### src/rtl/vote_session_controller.sv
`default_nettype none
// ============================================================================
//  Module   : vote_session_controller
//  Purpose  : Sequences one polling session of the EVM. Authorises one ballot
//             per voter, arbitrates the four candidate buttons, keeps four
//             saturating vote counters plus a running total, and on poll
//             close freezes the tallies, waits for the winner stage to
//             settle and then flags results valid.
//  Ports    : clock            - system clock, rising edge
//             reset_n          - asynchronous active-low reset
//             poll_open        - officer level, 1 = polling open
//             ballot_enable    - officer pulse, authorises one voter (IDLE)
//             btn[3:0]         - synchronised candidate buttons, bit0 = c1
//             vote_count_c1..4 - registered candidate tallies
//             total_votes      - registered sum of accepted votes
//             ballot_active    - 1 while a ballot is armed (voter lamp)
//             vote_accepted    - 1-cycle pulse, vote recorded
//             vote_rejected    - 1-cycle pulse, ballot void/timed-out/saturated
//             results_valid    - 1 while results are frozen and settled
//             state[2:0]       - current FSM state code (debug)
//             reject_count     - saturating reject tally (optional)
//  Options  : VOTE_REJECT_COUNT_EN adds the reject_count output and counter.
//  Revision : 1.0 - initial release
// ============================================================================
module vote_session_controller #(
    parameter int COUNT_W        = 8,
    parameter int TIMEOUT_CYCLES = 1000,
    parameter int RESULT_LAT     = 2
) (
    input  logic               clock,
    input  logic               reset_n,
    input  logic               poll_open,
    input  logic               ballot_enable,
    input  logic [3:0]         btn,
    output logic [COUNT_W-1:0] vote_count_c1,
    output logic [COUNT_W-1:0] vote_count_c2,
    output logic [COUNT_W-1:0] vote_count_c3,
    output logic [COUNT_W-1:0] vote_count_c4,
    output logic [COUNT_W+1:0] total_votes,
    output logic               ballot_active,
    output logic               vote_accepted,
    output logic               vote_rejected,
    output logic               results_valid,
    output logic [2:0]         state
`ifdef VOTE_REJECT_COUNT_EN
    ,
    output logic [COUNT_W-1:0] reject_count
`endif
);

    typedef enum logic [2:0] {
        S_CLOSED = 3'd0,
        S_IDLE   = 3'd1,
        S_ARMED  = 3'd2,
        S_RECORD = 3'd3,
        S_TALLY  = 3'd4,
        S_RESULT = 3'd5
    } state_t;

    // One shared wait counter serves both the ARMED timeout and the TALLY
    // settle delay; it is sized for the longer of the two.
    localparam int C_MAX_WAIT = (TIMEOUT_CYCLES > RESULT_LAT) ? TIMEOUT_CYCLES : RESULT_LAT;
    localparam int C_CNT_W    = $clog2(C_MAX_WAIT + 1);

    localparam logic [C_CNT_W-1:0] C_TIMEOUT_LAST = C_CNT_W'(TIMEOUT_CYCLES - 1);
    localparam logic [C_CNT_W-1:0] C_RESULT_LAST  = C_CNT_W'(RESULT_LAT - 1);
    localparam logic [C_CNT_W-1:0] C_CNT_ONE      = C_CNT_W'(1);
    localparam logic [COUNT_W-1:0] C_COUNT_MAX    = '1;
    localparam logic [COUNT_W-1:0] C_COUNT_ONE    = COUNT_W'(1);
    localparam logic [COUNT_W+1:0] C_TOTAL_ONE    = (COUNT_W + 2)'(1);

    state_t               r_state;
    state_t               w_state_next;
    logic [3:0]           r_btn_q;
    logic [3:0]           w_rise;
    logic [2:0]           w_rise_cnt;
    logic [1:0]           w_rise_idx;
    logic [1:0]           r_sel;
    logic [C_CNT_W-1:0]   r_wait_cnt;
    logic [COUNT_W-1:0]   r_count [0:3];
    logic [COUNT_W+1:0]   r_total;
    logic                 r_accepted;
    logic                 r_rejected;
    logic                 w_accept;
    logic                 w_reject;
    logic                 w_latch;
    logic                 w_sel_sat;

    // ------------------------------------------------------------------
    // Button edge detection; only meaningful while ARMED.
    // ------------------------------------------------------------------
    always_comb begin
        w_rise     = btn & ~r_btn_q;
        w_rise_cnt = {2'b00, w_rise[0]} + {2'b00, w_rise[1]}
                   + {2'b00, w_rise[2]} + {2'b00, w_rise[3]};
        w_rise_idx = 2'd0;
        if (w_rise[0])      w_rise_idx = 2'd0;
        else if (w_rise[1]) w_rise_idx = 2'd1;
        else if (w_rise[2]) w_rise_idx = 2'd2;
        else if (w_rise[3]) w_rise_idx = 2'd3;
        w_sel_sat = (r_count[r_sel] == C_COUNT_MAX);
    end

    // ------------------------------------------------------------------
    // FSM: state register
    // ------------------------------------------------------------------
    always_ff @(posedge clock or negedge reset_n) begin
        if (!reset_n) r_state <= S_CLOSED;
        else          r_state <= w_state_next;
    end

    // ------------------------------------------------------------------
    // FSM: next state and decisions
    // ------------------------------------------------------------------
    always_comb begin
        w_state_next = r_state;
        w_accept     = 1'b0;
        w_reject     = 1'b0;
        w_latch      = 1'b0;
        case (r_state)
            S_CLOSED: begin
                if (poll_open) w_state_next = S_IDLE;
            end
            S_IDLE: begin
                // Closing the poll wins over a simultaneous ballot request.
                if (!poll_open)         w_state_next = S_TALLY;
                else if (ballot_enable) w_state_next = S_ARMED;
            end
            S_ARMED: begin
                // A closing poll does not abort an armed ballot.
                if (w_rise_cnt == 3'd1) begin
                    w_latch      = 1'b1;
                    w_state_next = S_RECORD;
                end else if (w_rise_cnt >= 3'd2) begin
                    w_reject     = 1'b1;
                    w_state_next = S_IDLE;
                end else if (r_wait_cnt == C_TIMEOUT_LAST) begin
                    w_reject     = 1'b1;
                    w_state_next = S_IDLE;
                end
            end
            S_RECORD: begin
                w_state_next = S_IDLE;
                if (w_sel_sat) w_reject = 1'b1;
                else           w_accept = 1'b1;
            end
            S_TALLY: begin
                if (r_wait_cnt == C_RESULT_LAST) w_state_next = S_RESULT;
            end
            S_RESULT: begin
                if (poll_open) w_state_next = S_IDLE;
            end
            default: w_state_next = S_CLOSED;
        endcase
    end

    // ------------------------------------------------------------------
    // Datapath: edge register, wait counter, tallies and pulses
    // ------------------------------------------------------------------
    always_ff @(posedge clock or negedge reset_n) begin
        if (!reset_n) begin
            r_btn_q    <= 4'd0;
            r_wait_cnt <= '0;
            r_sel      <= 2'd0;
            r_total    <= '0;
            r_accepted <= 1'b0;
            r_rejected <= 1'b0;
            for (int i = 0; i < 4; i++) r_count[i] <= '0;
        end else begin
            r_btn_q    <= btn;
            r_accepted <= w_accept;
            r_rejected <= w_reject;
            // Cleared on every state change so each ARMED/TALLY visit starts at 0.
            if (w_state_next != r_state)
                r_wait_cnt <= '0;
            else if (r_state == S_ARMED || r_state == S_TALLY)
                r_wait_cnt <= r_wait_cnt + C_CNT_ONE;
            if (w_latch) r_sel <= w_rise_idx;
            if (w_accept) begin
                r_count[r_sel] <= r_count[r_sel] + C_COUNT_ONE;
                r_total        <= r_total + C_TOTAL_ONE;
            end
        end
    end

`ifdef VOTE_REJECT_COUNT_EN
    logic [COUNT_W-1:0] r_reject_cnt;

    // Rejections only arise in ARMED/RECORD, so the count is frozen in TALLY/RESULT.
    always_ff @(posedge clock or negedge reset_n) begin
        if (!reset_n)
            r_reject_cnt <= '0;
        else if (w_reject && r_reject_cnt != C_COUNT_MAX)
            r_reject_cnt <= r_reject_cnt + C_COUNT_ONE;
    end

    assign reject_count = r_reject_cnt;
`endif

    assign vote_count_c1 = r_count[0];
    assign vote_count_c2 = r_count[1];
    assign vote_count_c3 = r_count[2];
    assign vote_count_c4 = r_count[3];
    assign total_votes   = r_total;
    assign vote_accepted = r_accepted;
    assign vote_rejected = r_rejected;
    assign ballot_active = (r_state == S_ARMED);
    assign results_valid = (r_state == S_RESULT);
    assign state         = r_state;

endmodule
`default_nettype wire

### config.mk
export PLATFORM = sky130hd
export DESIGN_NAME = vote_session_controller
export DESIGN_NICKNAME = d
export VERILOG_FILES = /design/src/rtl/vote_session_controller.sv
export SDC_FILE = /design/constraint.sdc
export NUM_CORES = 1
export LEC_CHECK = 0
export ABC_AREA = 1
export BUFFER_PORTS_ARGS = -buffer_cell sky130_fd_sc_hd__buf_2
export CAP_MARGIN = 20
export CORE_AREA = 2 2 86 88
export DETAILED_ROUTE_END_ITERATION = 8
export DIE_AREA = 0 0 88 90
export GPL_ROUTABILITY_DRIVEN = 0
export MAX_ROUTING_LAYER = met4
export PLACE_DENSITY = 0.71
export SLEW_MARGIN = 20
export SYNTH_ARGS = -nofsm -noshare
export SYNTH_HDL_FRONTEND = slang
export SYNTH_SLANG_ARGS = --single-unit
### constraint.sdc
create_clock -name clock -period 5.51 [get_ports clock]
set_input_delay 0.2755 -clock clock [delete_from_list [all_inputs] [get_ports clock]]
set_output_delay 0.2755 -clock clock [all_outputs]
set_load 0.01 [all_outputs]
== Yosys cells after proc, flatten, opt, wreduce, memory -nomap -nowiden ==
Index checks and enable logic that the tools add are counted.
Storage, ports and cells
  register bits: 63
  output and inout bits: 49
  word-level logic and storage cells: 67
Operators by class
  reductions and logical operators: 5
  $lt $le $gt $ge: 3
  muxes and demuxes: 29
  add/subtract/negate cells: 6
  bitwise logic cells: 3
  eq/ne operators: 10
Operators with widths (count)
  $bwmux 32: 1
  $mux 8: 3
  $mux 3: 7
  $add 10x1->10 const B: 2
  $mux 10: 2
  $bmux 8 s2: 1
  $demux 8 s2: 1
  $pmux 3 s5: 1
  $eq 10x1->1 const B: 1
  $eq 10x10->1 const B: 1
  $add 8x1->8 const B: 1
  $eq 8x8->1 const B: 1
  $mux 1: 8
  $mux 2: 4
  $eq 3x1->1 const B: 2
  $eq 3x2->1 const B: 2
  $eq 3x3->1 const B: 2
  $and 4x4->4: 1
  $not 4->4: 1
  $add 2x1->3: 1
  $add 3x1->3: 1
  $ge 3x2->1 const B: 1
  $ge 3x3->1 const B: 1
  $logic_not 3->1: 1
  other kinds (9): 9

== Logic depth before layout (Yosys ltp) ==
Gate-level depths: netlist of the first run.
  depth in word-level cells: 11
  gate-level depth with buffers: 16
  depth with buffers taken out: 15

== Worst setup path before layout of the first run ==
Ideal clock, no wire load.
  path kind: flip-flop to flip-flop
  from: register r_btn_q[1]
  to: register r_wait_cnt[9]
  stages on the path, launching flop included: 15
  path slack: 3.139 ns
  data required time: 5.437 ns
  period minus slack after synthesis: 2.371 ns
  arrival time: 2.298 ns
  path through: dfrtp_1 -> nor2_1 -> fa_1 -> ha_1 -> inv_1 -> ha_1 -> nor2_1 -> nand2_1 -> nor2_1 -> nor2_1 -> nand3_1 -> nand2_1 -> inv_1 -> nand2_1 -> nor2_1
Between the ends
  cells in the longest elaborated chain, start to end: 11
  elaborated cells between the ends (all ways): 13
RTL lines
  start, declared: RTL line 74  | logic [3:0] r_btn_q;
  start signal, assigned: RTL line 170  | r_btn_q <= btn;
  $not 4->4 (*): RTL line 93  | w_rise = btn & ~r_btn_q;
  $and 4x4->4 (*): RTL line 93
  $add 1x1->2 (*): RTL line 94  | w_rise_cnt = {2'b00, w_rise[0]} + {2'b00, w_rise[1]}
  $add 2x1->3 (*): RTL line 95  | + {2'b00, w_rise[2]} + {2'b00, w_rise[3]};
  $add 3x1->3 (*): RTL line 95
  $ge 3x2->1: RTL line 134  | end else if (w_rise_cnt >= 3'd2) begin
  $mux 3: RTL line 134
  $mux 3 (*): RTL line 131  | if (w_rise_cnt == 3'd1) begin
  $pmux 3 s5 (*): RTL line 120  | case (r_state)
  $ne 3x3->1 (*): RTL line 174  | if (w_state_next != r_state)
  $mux 10 / $reduce_bool 2->1 (equally long branches)
  end signal, assigned: RTL line 177  | r_wait_cnt <= r_wait_cnt + C_CNT_ONE;
  end, declared: RTL line 79  | logic [C_CNT_W-1:0] r_wait_cnt;
Every way passes the cells marked *; elsewhere a longest branch is shown, timed or not.
A chain may end at the register's enable or synchronous reset.

== Worst setup path after layout of the first run ==
  from: register r_btn_q[3]
  to: register r_wait_cnt[4]
Between the ends
  cells in the longest elaborated chain, start to end: 9
  elaborated cells between the ends (all ways): 11
RTL lines (RTL line)
  $not 4->4 (*): 93
  $and 4x4->4 (*): 93
  $add 3x1->3 (*): 95
  $ge 3x2->1: 134
  $mux 3: 134
  $mux 3 (*): 131
  $pmux 3 s5 (*): 120
  $ne 3x3->1 (*): 174
  $mux 10 / $reduce_bool 2->1 (equally long branches)
Marked as above.

==> results of run 1 <==
[final cells by class]
cell class / instances / area share, %
Multi-Input combinational cell: 332 / 40.3
Sequential cell: 63 / 40.1
Timing Repair Buffer: 57 / 7.32
Inverter: 46 / 4.52
Clock buffer: 11 / 3.34
Tap cell: 99 / 3.15
Clock inverter: 4 / 1.21
[metrics by stage]
| stage | setup slack [ns] | hold WS, ns | area [sq um] | instances |
|---|---|---|---|---|
| floorplan | 3.14 | -0.0201 | 3440 | 450 |
| global placement | 2.77 | 0.396 | 3750 | 597 |
| detailed placement | 2.71 | 0.398 | 3750 | 597 |
| CTS | 2.68 | 0.0339 | 3930 | 612 |
| global route | 2.45 | 0.0371 | 3930 | 612 |
| finish | 2.72 | 0.0516 | 3930 | 612 |
[power breakdown]
group / internal (mW) / switching (mW) / leakage [nW] / total (mW)
logic: 0.132 / 0.286 / 1.30 / 0.418
registers: 0.520 / 0.0828 / 0.856 / 0.603
clock network: 0.205 / 0.174 / 0.0892 / 0.379
total: 0.858 / 0.543 / 2.24 / 1.40
[sequential cells by signal, summed over array words and instances (netlist names)]
signal and cells:
total_votes 10, r_sel 2, vote_count_c2 8, vote_count_c4 8
r_btn_q 4, state 3, r_wait_cnt 10, vote_rejected 1
vote_count_c1 8, vote_count_c3 8, vote_accepted 1
[metal layers]
| layer | vias to the layer above | part of all wire (%) | GRT usage, % |
|---|---|---|---|
| met5 | - | 0 | - |
| met4 | 0 | 1.6 | 9.23 |
| met3 | 16 | 4.1 | 4.87 |
| met2 | 61 | 48 | 33.3 |
| met1 | 1354 | 46 | 27.3 |
| li1 | 1508 | - | - |
[layout by cell type, fill, tap and decap left out, types with 5 or more instances in the layout]
cell,count
sky130_fd_sc_hd__o21ai_1,10
sky130_fd_sc_hd__nand2_2,5
sky130_fd_sc_hd__xnor2_1,6
sky130_fd_sc_hd__o21ai_0,12
sky130_fd_sc_hd__buf_2,56
sky130_fd_sc_hd__xor2_1,11
sky130_fd_sc_hd__nand3_1,16
sky130_fd_sc_hd__nand4_1,7
sky130_fd_sc_hd__nor2_1,37
sky130_fd_sc_hd__dfrtp_1,63
sky130_fd_sc_hd__inv_1,40
sky130_fd_sc_hd__nand2_1,197
sky130_fd_sc_hd__clkbuf_8,9
sky130_fd_sc_hd__ha_1,7
[final timing paths]
path	endpoint	slack [ns]	depth (start not counted)
hold reg to reg	vote_count_c4[1]	0.51	2
setup / recovery	r_wait_cnt[4]	2.72	14
max in group asynchronous	vote_count_c3[0]	4.88	2
hold / removal	r_btn_q[3]	0.05	1
setup reg to reg	r_wait_cnt[4]	2.72	14
min in group asynchronous	vote_count_c3[4]	0.09	2
[cell families after synthesis]
family	Yosys count	share of synthesized area [%]
simple gates	277	33.6
fa+ha+maj	8	3.13
mux	1	0.291
xor+xnor	18	4.80
compound gates	28	4.26
flops	63	45.8
buf+inv	55	8.11
==> impl_metrics.toml, run 1 <==
[sta]
setup_viol = 0
grt_setup_unrepaired = "no"
hold_viol_final = 0
final-max-slew-violation-count = 0
final_min_period_over_clock_period_pct = 50.6
slew_headroom_pct = 47.6
fin_crit_ns = 2.79
max_freq_ghz = 0.358
tightest_slew_ns = 0.786
fin_skew_ns = 0.0103
setup_total_negative_slack_ns = 0

[grt]
grt-ovfl-total = 0
global_route.usage.total_pct = 21.7
vias_in_the_first_global_route = 2800
global_route_wire_length_before_repair_um = 13200
grt_max_degree = 64
antenna_violations_before_repair = 0

[flow_run]
max_capacitance_violation_count = 0

[die]
io-pin-count = 57
die_width_um = 88
initial_utilization_pct = 49.0
placementRows = 31
floorplan.die.height_um = 90
dieArea_sq_um = 7920
core_area_sq_um = 7020

[cts]
cts_setup_buffers = 0
cts.sinks = 63
cts.root.buffer_cell = "sky130_fd_sc_hd__clkbuf_8"
clock_insertion_delay_worst_skew_ns = 0.35
cts.clk_slew.worst_paths_ns = 0.06
post_cts_resize_count = 0
clock_tree.htree_level_count = 3
cts-root-to-sink-buffers = 2
tritoncts.num_buffers = 9
cts.hold.buffers_added = 0
clock_tree_from_tritoncts = "done"

[yosys]
yosys_warnings = 0
synthCells = 450
synthTopCellsByCount = "sky130_fd_sc_hd__nand2_1, sky130_fd_sc_hd__dfrtp_1, sky130_fd_sc_hd__inv_1, sky130_fd_sc_hd__nor2_1, sky130_fd_sc_hd__nand3_1"
synth.lib_cells_used.distinct = 31
synth_enable_flop_cells = 0
syn-cell-area_sq_um = 3440
async_flop_share_pct = 100
synth.net_count = 466
synth.largest_area_cell = "sky130_fd_sc_hd__dfrtp_1"
synth.top_cells.by_area = "sky130_fd_sc_hd__dfrtp_1, sky130_fd_sc_hd__nand2_1, sky130_fd_sc_hd__inv_1"
post-synth-top-count-cell = "sky130_fd_sc_hd__nand2_1"
synth_largest_type_area_fraction_pct = 45.8
postSynthAreaPerCell_sq_um = 7.64
share_of_synthesized_area_occupied_by_flip_flops_and_latches_pct = 45.8
synth_seq_cells = 63
dominantRegCellSynth = "sky130_fd_sc_hd__dfrtp_1"

[cells_and_area]
final_layout_size_suffix_gt1_share_pct = 17.5
diodes_inserted = 0
num-fill-cells = 652
multiInputGateArea_sq_um = 1580
nets_finish = 525
syn_to_final_growth_pct = 14.2
final_core_utilization_pct = 56.0
seq_area_sq_um = 1580

[worst_setup_path]
crit_family = "simple AND/OR/NAND/NOR gates"
worst_setup_path_start_kind = "register"
critPathArrivalTime_ns = 3.05
setup.worst_path.class = "reg2reg"
cpMaxStageDelayCell = "sky130_fd_sc_hd__fa_1"
cells_traversed_along_the_worst_timing_path = "nor2_1 -> fa_1 -> ha_1 -> inv_1 -> ha_1 -> nor2_1 -> nand2_1 -> nor2_1 -> nor2_1 -> nand3_1 -> nand2_1 -> inv_1 -> nand2_1 -> nor2_1"
worst-endpoint-required_ns = 5.77
cp.buffers_inverters = 2
cpMostUsedCell = "sky130_fd_sc_hd__nor2_1"
cpPeakStageDelay_ns = 0.49
critical_path.startpoint = "r_btn_q[3]"
timing.rr.start = "r_btn_q[3]"
critical_path.endpoint_type = "register"
critPathMaxFanout = 10

[routing]
totalWireLength_um = 7540
first_pass_iters = 4
drt_first_iter_violations = 150
drt-wirelength-per-cell_um = 12.3
number_of_remaining_drc_errors = 0
vias = 2939
drt-vias-per-instance = 4.80
postRouteAntennaNets = 0

[power_and_ir_drop]
power.density_cell_area_nw_per_um2 = 356
fin_total_pwr_mw = 1.40
static_leakage_nw = 2.24
ir_worst_vdd_mv = 0.182

[outcome]
outcome = "finished, final reports clean"

[worst_hold_path]
hold_path_startpoint = "btn[3]"
hold_path.class = "in2reg"

[placement]
buffer_ports.inserted = 56
place_hpwl_um = 5520
No activity file was read; power rests on OpenSTA's default activity.
==> run 2: changes to the inputs <==
==> constraint.sdc (replaced) <==
create_clock -name clock -period 2.9 [get_ports clock]
set_input_delay 0.145 -clock clock [delete_from_list [all_inputs] [get_ports clock]]
set_output_delay 0.145 -clock clock [all_outputs]
set_load 0.01 [all_outputs]
==> run 2 against run 1 <==
Register-to-register slack worse by 2.4 ns; setup slack lost 2.4 ns; critical path depth up 3; clock power rose by 120%; non-clock buffer count increased by 10; routed wire length grew 3.6%; largest cell class unchanged; largest power group unchanged.
==> impl_metrics.toml, run 2 (synthesis results as in run 1) <==
[worst_setup_path]
worst_setup_path_start_kind = "primary input"
critPathArrivalTime_ns = 2.86
cells_traversed_along_the_worst_timing_path = "dlygate4sd3_1 -> buf_2 -> inv_1 -> nor2_1 -> fa_1 -> ha_1 -> inv_1 -> ha_1 -> nor2_1 -> nand2_1 -> nor2_1 -> nor2_1 -> nand3_1 -> nand2_1 -> inv_1 -> nand2_2 -> nor2_1"
cpMostUsedCell = "sky130_fd_sc_hd__nor2_1"
critPathMaxFanout = 10
cpPeakStageDelay_ns = 0.52
crit_family = "simple AND/OR/NAND/NOR gates"
cpMaxStageDelayCell = "sky130_fd_sc_hd__dlygate4sd3_1"
worst-endpoint-required_ns = 3.17
setup.worst_path.class = "in2reg"
cp.buffers_inverters = 5
critical_path.endpoint_type = "register"

[die]
floorplan.die.height_um = 90
initial_utilization_pct = 49.0
die_width_um = 88
core_area_sq_um = 7020
io-pin-count = 57
dieArea_sq_um = 7920
placementRows = 31

[power_and_ir_drop]
switching_share_pct = 38.0
power.internal_mw = 1.74
power.density_cell_area_nw_per_um2 = 694
ir_worst_vdd_mv = 0.315
clock_power_share_pct = 29.0
netSwitchingPower_mw = 1.07
sequentialPowerShare_pct = 40.1
combinationalPowerShare_pct = 30.9
static_leakage_nw = 2.31
fin_total_pwr_mw = 2.81

[cells_and_area]
syn_to_final_growth_pct = 17.7
diodes_inserted = 0
num-fill-cells = 640
final_layout_size_suffix_gt1_share_pct = 18.7
nets_finish = 535
final_area_sq_um = 4050
layout_common_cells = "sky130_fd_sc_hd__nand2_1, sky130_fd_sc_hd__dfrtp_1, sky130_fd_sc_hd__buf_2, sky130_fd_sc_hd__inv_1, sky130_fd_sc_hd__nor2_1"
layout_commonest_cell = "sky130_fd_sc_hd__nand2_1"

[routing]
drt_first_iter_violations = 161
totalWireLength_um = 7810
vias = 2990
drt-vias-per-instance = 4.80
first_pass_iters = 6
number_of_remaining_drc_errors = 0
drt-wirelength-per-cell_um = 12.5
postRouteAntennaNets = 0

[sta]
fin_worst_hold_slack_ns = 0.0554
grt_setup_unrepaired = "no"
setup_viol = 0
final.setup.worst_slack_ns = 0.316
fin_crit_ns = 2.58
setup_total_negative_slack_ns = 0
slew_headroom_pct = 71.0
final-max-slew-violation-count = 0
fin_skew_ns = 0.0111
max_freq_ghz = 0.387
tightest_slew_ns = 0.434
hold_viol_final = 0
final_min_period_over_clock_period_pct = 89.1

[outcome]
outcome = "finished, final reports clean"

[cts]
tritoncts.num_buffers = 9
clock_insertion_delay_worst_skew_ns = 0.35
cts_setup_buffers = 0
clock_tree.htree_level_count = 3
cts.root.buffer_cell = "sky130_fd_sc_hd__clkbuf_8"
cts-root-to-sink-buffers = 2
clock_tree_from_tritoncts = "done"
cts.sinks = 63
cts.clk_slew.worst_paths_ns = 0.07

[placement]
post-place-ws_ns = 0.292
buffer_ports.inserted = 56
place_hpwl_um = 5700
postPlaceCellArea_sq_um = 3790

[grt]
top_usage_layer = "met2"
grt_max_degree = 31
groute.layer.met1.usage_pct = 27.5
vias_in_the_first_global_route = 2951
grt-ovfl-total = 0
globalRouteMet3Util_pct = 3.95
global_route.usage.met2_pct = 35.8
antenna_violations_before_repair = 0
global_route_wire_length_before_repair_um = 13500
global_route.usage.total_pct = 22.2

[worst_hold_path]
hold_path.class = "in2reg"

[flow_run]
max_capacitance_violation_count = 0
==> run 2: per-layer routing <==
metal  up-vias  share of wire (%)  wire length (um)
met1      1386                 46              3560
met2        65                 49              3820
met5         -                  0                 0
met4         0                1.5               121
met3         9                4.0               311
li1       1530                  -                 -
==> run 2: repair_timing <==
item	4_1_cts	5_1_grt
endpoints found under the setup margin	0	10
hold buffers	5	0
gates resized for setup	0	1
hold endpoints to repair	21	0
==> run 2: final timing paths <==
path                                        from          endpoint  slack (ns)  cells past startpoint
worst max-delay path                      btn[3]     r_wait_cnt[9]        0.32                     17
worst min-delay path                   poll_open          state[2]        0.06                      2
worst max register to register          r_sel[1]  vote_count_c3[4]        0.34                     14
worst min register to register  vote_count_c3[6]  vote_count_c3[6]        0.51                      2
max in group asynchronous                reset_n  vote_count_c4[0]        1.89                      3
min in group asynchronous                reset_n  vote_count_c3[1]        0.27                      2
==> run 2: worst reg2reg max path, delay by kind of cell, from the launching register on <==
kind                       cells  cell delay, ns
and+or+nand+nor                9            1.14
buffers and inverters          4            0.61
adders and majority gates      1            0.25
DFF                            1            0.50
==> run 2: power by group through the flow <==
stage	clock [mW]	combinational, mW	sequential (mW)
floorplan	0	0.618	1.13
global placement	0	0.840	1.14
detailed placement	0	0.856	1.14
CTS	0.823	0.866	1.13
global route	0.858	0.992	1.15
finish	0.815	0.868	1.13
==> run 2: area by class of cell <==
cell class                      instances  area [sq um]  share of cell area (%)
Timing Repair Buffer                   67           375                    9.27
Clock inverter                          3          40.0                   0.989
Multi-Input combinational cell        332          1590                    39.2
Inverter                               46           178                    4.39
Clock buffer                           13           169                    4.17
Tap cell                               99           124                    3.06
Sequential cell                        63          1580                    38.9
==> run 2: metrics by stage <==
| stage | cells | util, % |
|---|---|---|
| after floorplan | 450 | - |
| after global placement | 602 | 53.9 |
| after detailed placement | 602 | 53.9 |
| after CTS | 623 | 57.6 |
| after global routing | 623 | 57.7 |
| final | 623 | 57.7 |
==> run 3: changes to the inputs <==
--- a/config.mk
+++ b/config.mk
@@ -9,11 +9,13 @@
 export BUFFER_PORTS_ARGS = -buffer_cell sky130_fd_sc_hd__buf_2
 export CAP_MARGIN = 20
 export CORE_AREA = 2 2 86 88
+export CTS_CLUSTER_SIZE = 20
 export DETAILED_ROUTE_END_ITERATION = 8
 export DIE_AREA = 0 0 88 90
 export GPL_ROUTABILITY_DRIVEN = 0
 export MAX_ROUTING_LAYER = met4
 export PLACE_DENSITY = 0.71
+export RECOVER_POWER = 50
 export SLEW_MARGIN = 20
 export SYNTH_ARGS = -nofsm -noshare
 export SYNTH_HDL_FRONTEND = slang
==> run 3 against run 2 <==
Sequential share of layout area up 0.67 points; routed wire length fell by 0.64%; global-route usage did not move; setup slack lost 0.0031 ns; first-iteration DRC count up 0.62%; count of clock-buffer cells in the layout unchanged; clock skew is 0.0010 ns lower; largest power group unchanged; highest routed layer unchanged.
==> impl_metrics.toml, run 3 (synthesis results as in run 1) <==
[outcome]
outcome = "finished, final reports clean"

[cts]
clock_tree_from_tritoncts = "done"
cts.clk_slew.worst_paths_ns = 0.07
cts-root-to-sink-buffers = 2
tritoncts.num_buffers = 9
cts.sinks = 63
cts.root.buffer_cell = "sky130_fd_sc_hd__clkbuf_8"
clock_tree.htree_level_count = 3
clock_insertion_delay_worst_skew_ns = 0.35

[cells_and_area]
layout_common_cells = "sky130_fd_sc_hd__nand2_1, sky130_fd_sc_hd__dfrtp_1, sky130_fd_sc_hd__clkbuf_1, sky130_fd_sc_hd__inv_1, sky130_fd_sc_hd__nor2_1"
layout_commonest_cell = "sky130_fd_sc_hd__nand2_1"
seq_area_sq_um = 1580
diodes_inserted = 0
multiInputGateArea_sq_um = 1590
num-fill-cells = 669
final_layout_size_suffix_gt1_share_pct = 8.97
final_area_sq_um = 3980
nets_finish = 535
syn_to_final_growth_pct = 15.7

[worst_setup_path]
worstReg2RegEnd = "vote_count_c3[4]"
reg2reg_slack_ns = 0.35
worst_setup_path_start_kind = "primary input"
ff2ff_path_depth = 14
critical_path.endpoint_type = "register"
worst-endpoint-required_ns = 3.17
critPathMaxFanout = 10
cpPeakStageDelay_ns = 0.53
critPathArrivalTime_ns = 2.86
cells_traversed_along_the_worst_timing_path = "dlygate4sd3_1 -> buf_2 -> inv_1 -> nor2_1 -> fa_1 -> ha_1 -> inv_1 -> ha_1 -> nor2_1 -> nand2_1 -> nor2_1 -> nor2_1 -> nand3_1 -> nand2_1 -> inv_1 -> nand2_2 -> nor2_1"
cpMaxStageDelayCell = "sky130_fd_sc_hd__dlygate4sd3_1"
setup.worst_path.class = "in2reg"
timing.rr.start = "r_sel[1]"
critical_path.startpoint = "btn[3]"
cpMostUsedCell = "sky130_fd_sc_hd__nor2_1"

[sta]
hold_viol_final = 0
tightest_slew_ns = 1.03
max_freq_ghz = 0.387
setup_total_negative_slack_ns = 0
fin_crit_ns = 2.59
setup_viol = 0
fin_skew_ns = 0.0101
grt_setup_unrepaired = "no"
final_min_period_over_clock_period_pct = 89.2
final-max-slew-violation-count = 0
slew_headroom_pct = 31.2

[grt]
grt_max_degree = 31
global_route.usage.total_pct = 22.2
global_route_wire_length_before_repair_um = 13500
grt-ovfl-total = 0
vias_in_the_first_global_route = 2951
antenna_violations_before_repair = 0

[die]
io-pin-count = 57
initial_utilization_pct = 49.0
die_width_um = 88
dieArea_sq_um = 7920
floorplan.die.height_um = 90
core_area_sq_um = 7020
placementRows = 31

[power_and_ir_drop]
static_leakage_nw = 2.10
power.density_cell_area_nw_per_um2 = 699
ir_worst_vdd_mv = 0.314

[placement]
buffer_ports.inserted = 56
postPlaceCellArea_sq_um = 3790
place_hpwl_um = 5700

[routing]
totalWireLength_um = 7760
drt-wirelength-per-cell_um = 12.5
drt_first_iter_violations = 162
first_pass_iters = 4
vias = 3006
number_of_remaining_drc_errors = 0
postRouteAntennaNets = 0
drt-vias-per-instance = 4.83

[flow_run]
max_capacitance_violation_count = 0

[worst_hold_path]
hold_path.class = "in2reg"
min_delay_path_depth = 2
hold_path_end = "state[2]"
hold_path_startpoint = "poll_open"
run 3: cell count changes in the layout (fill, tap and decap cells not counted):
cell                       before  now
sky130_fd_sc_hd__clkbuf_1       1   52
sky130_fd_sc_hd__clkbuf_2       0    1
sky130_fd_sc_hd__buf_2         56    6
sky130_fd_sc_hd__buf_4          6    4
run 3: critical path, delay by kind of cell:
kind	cells	cell delay [ns]
adders and majority gates	3	0.90
buffers and inverters	5	0.79
and+or+nand+nor	9	1.02
run 3: metrics by stage:
step	hold WS, ns	utilization, %	power (mW)	cells	worst slack, ns
floorplan	-0.151	-	1.75	450	0.529
global placement	0.106	53.9	1.98	602	0.396
detailed placement	0.111	53.9	1.99	602	0.292
CTS	0.0578	57.6	2.81	623	0.200
global route	0.116	56.7	2.97	623	0.0323
finish	0.0584	56.7	2.78	623	0.313
run 3: repair_timing:
action / CTS / global route
hold buffers: 5 / 0
endpoints found under the hold margin: 21 / 0
setup buffers: 0 / 0
resized for setup: 0 / 1
endpoints found under the setup margin: 0 / 10
run 3: worst max path at each step:
stage,end,slack [ns],depth (start not counted)
floorplan,r_wait_cnt[9],0.53,14
detailed placement,r_wait_cnt[1],0.29,14
global route,r_wait_cnt[9],0.03,17
CTS,r_wait_cnt[8],0.20,17
global placement,r_wait_cnt[9],0.40,14
finish,r_wait_cnt[9],0.31,17
run 3: final cells by class:
cell class	count	share of cell area, %
Clock buffer	13	4.24
Clock inverter	3	1.01
Inverter	46	4.46
Multi-Input combinational cell	332	39.9
Sequential cell	63	39.6
Tap cell	99	3.11
Timing Repair Buffer	67	7.70
run 3: power by group:
group | internal, mW | leakage (nW) | switching (mW)
sequential | 0.989 | 0.856 | 0.138
clock | 0.465 | 0.109 | 0.348
combinational | 0.263 | 1.13 | 0.580
run 3: layer usage:
layer  wire length, um  track usage [%]
met5                 0                -
met4               110             8.72
met3               349             3.95
met2              3780             35.8
met1              3530             27.5
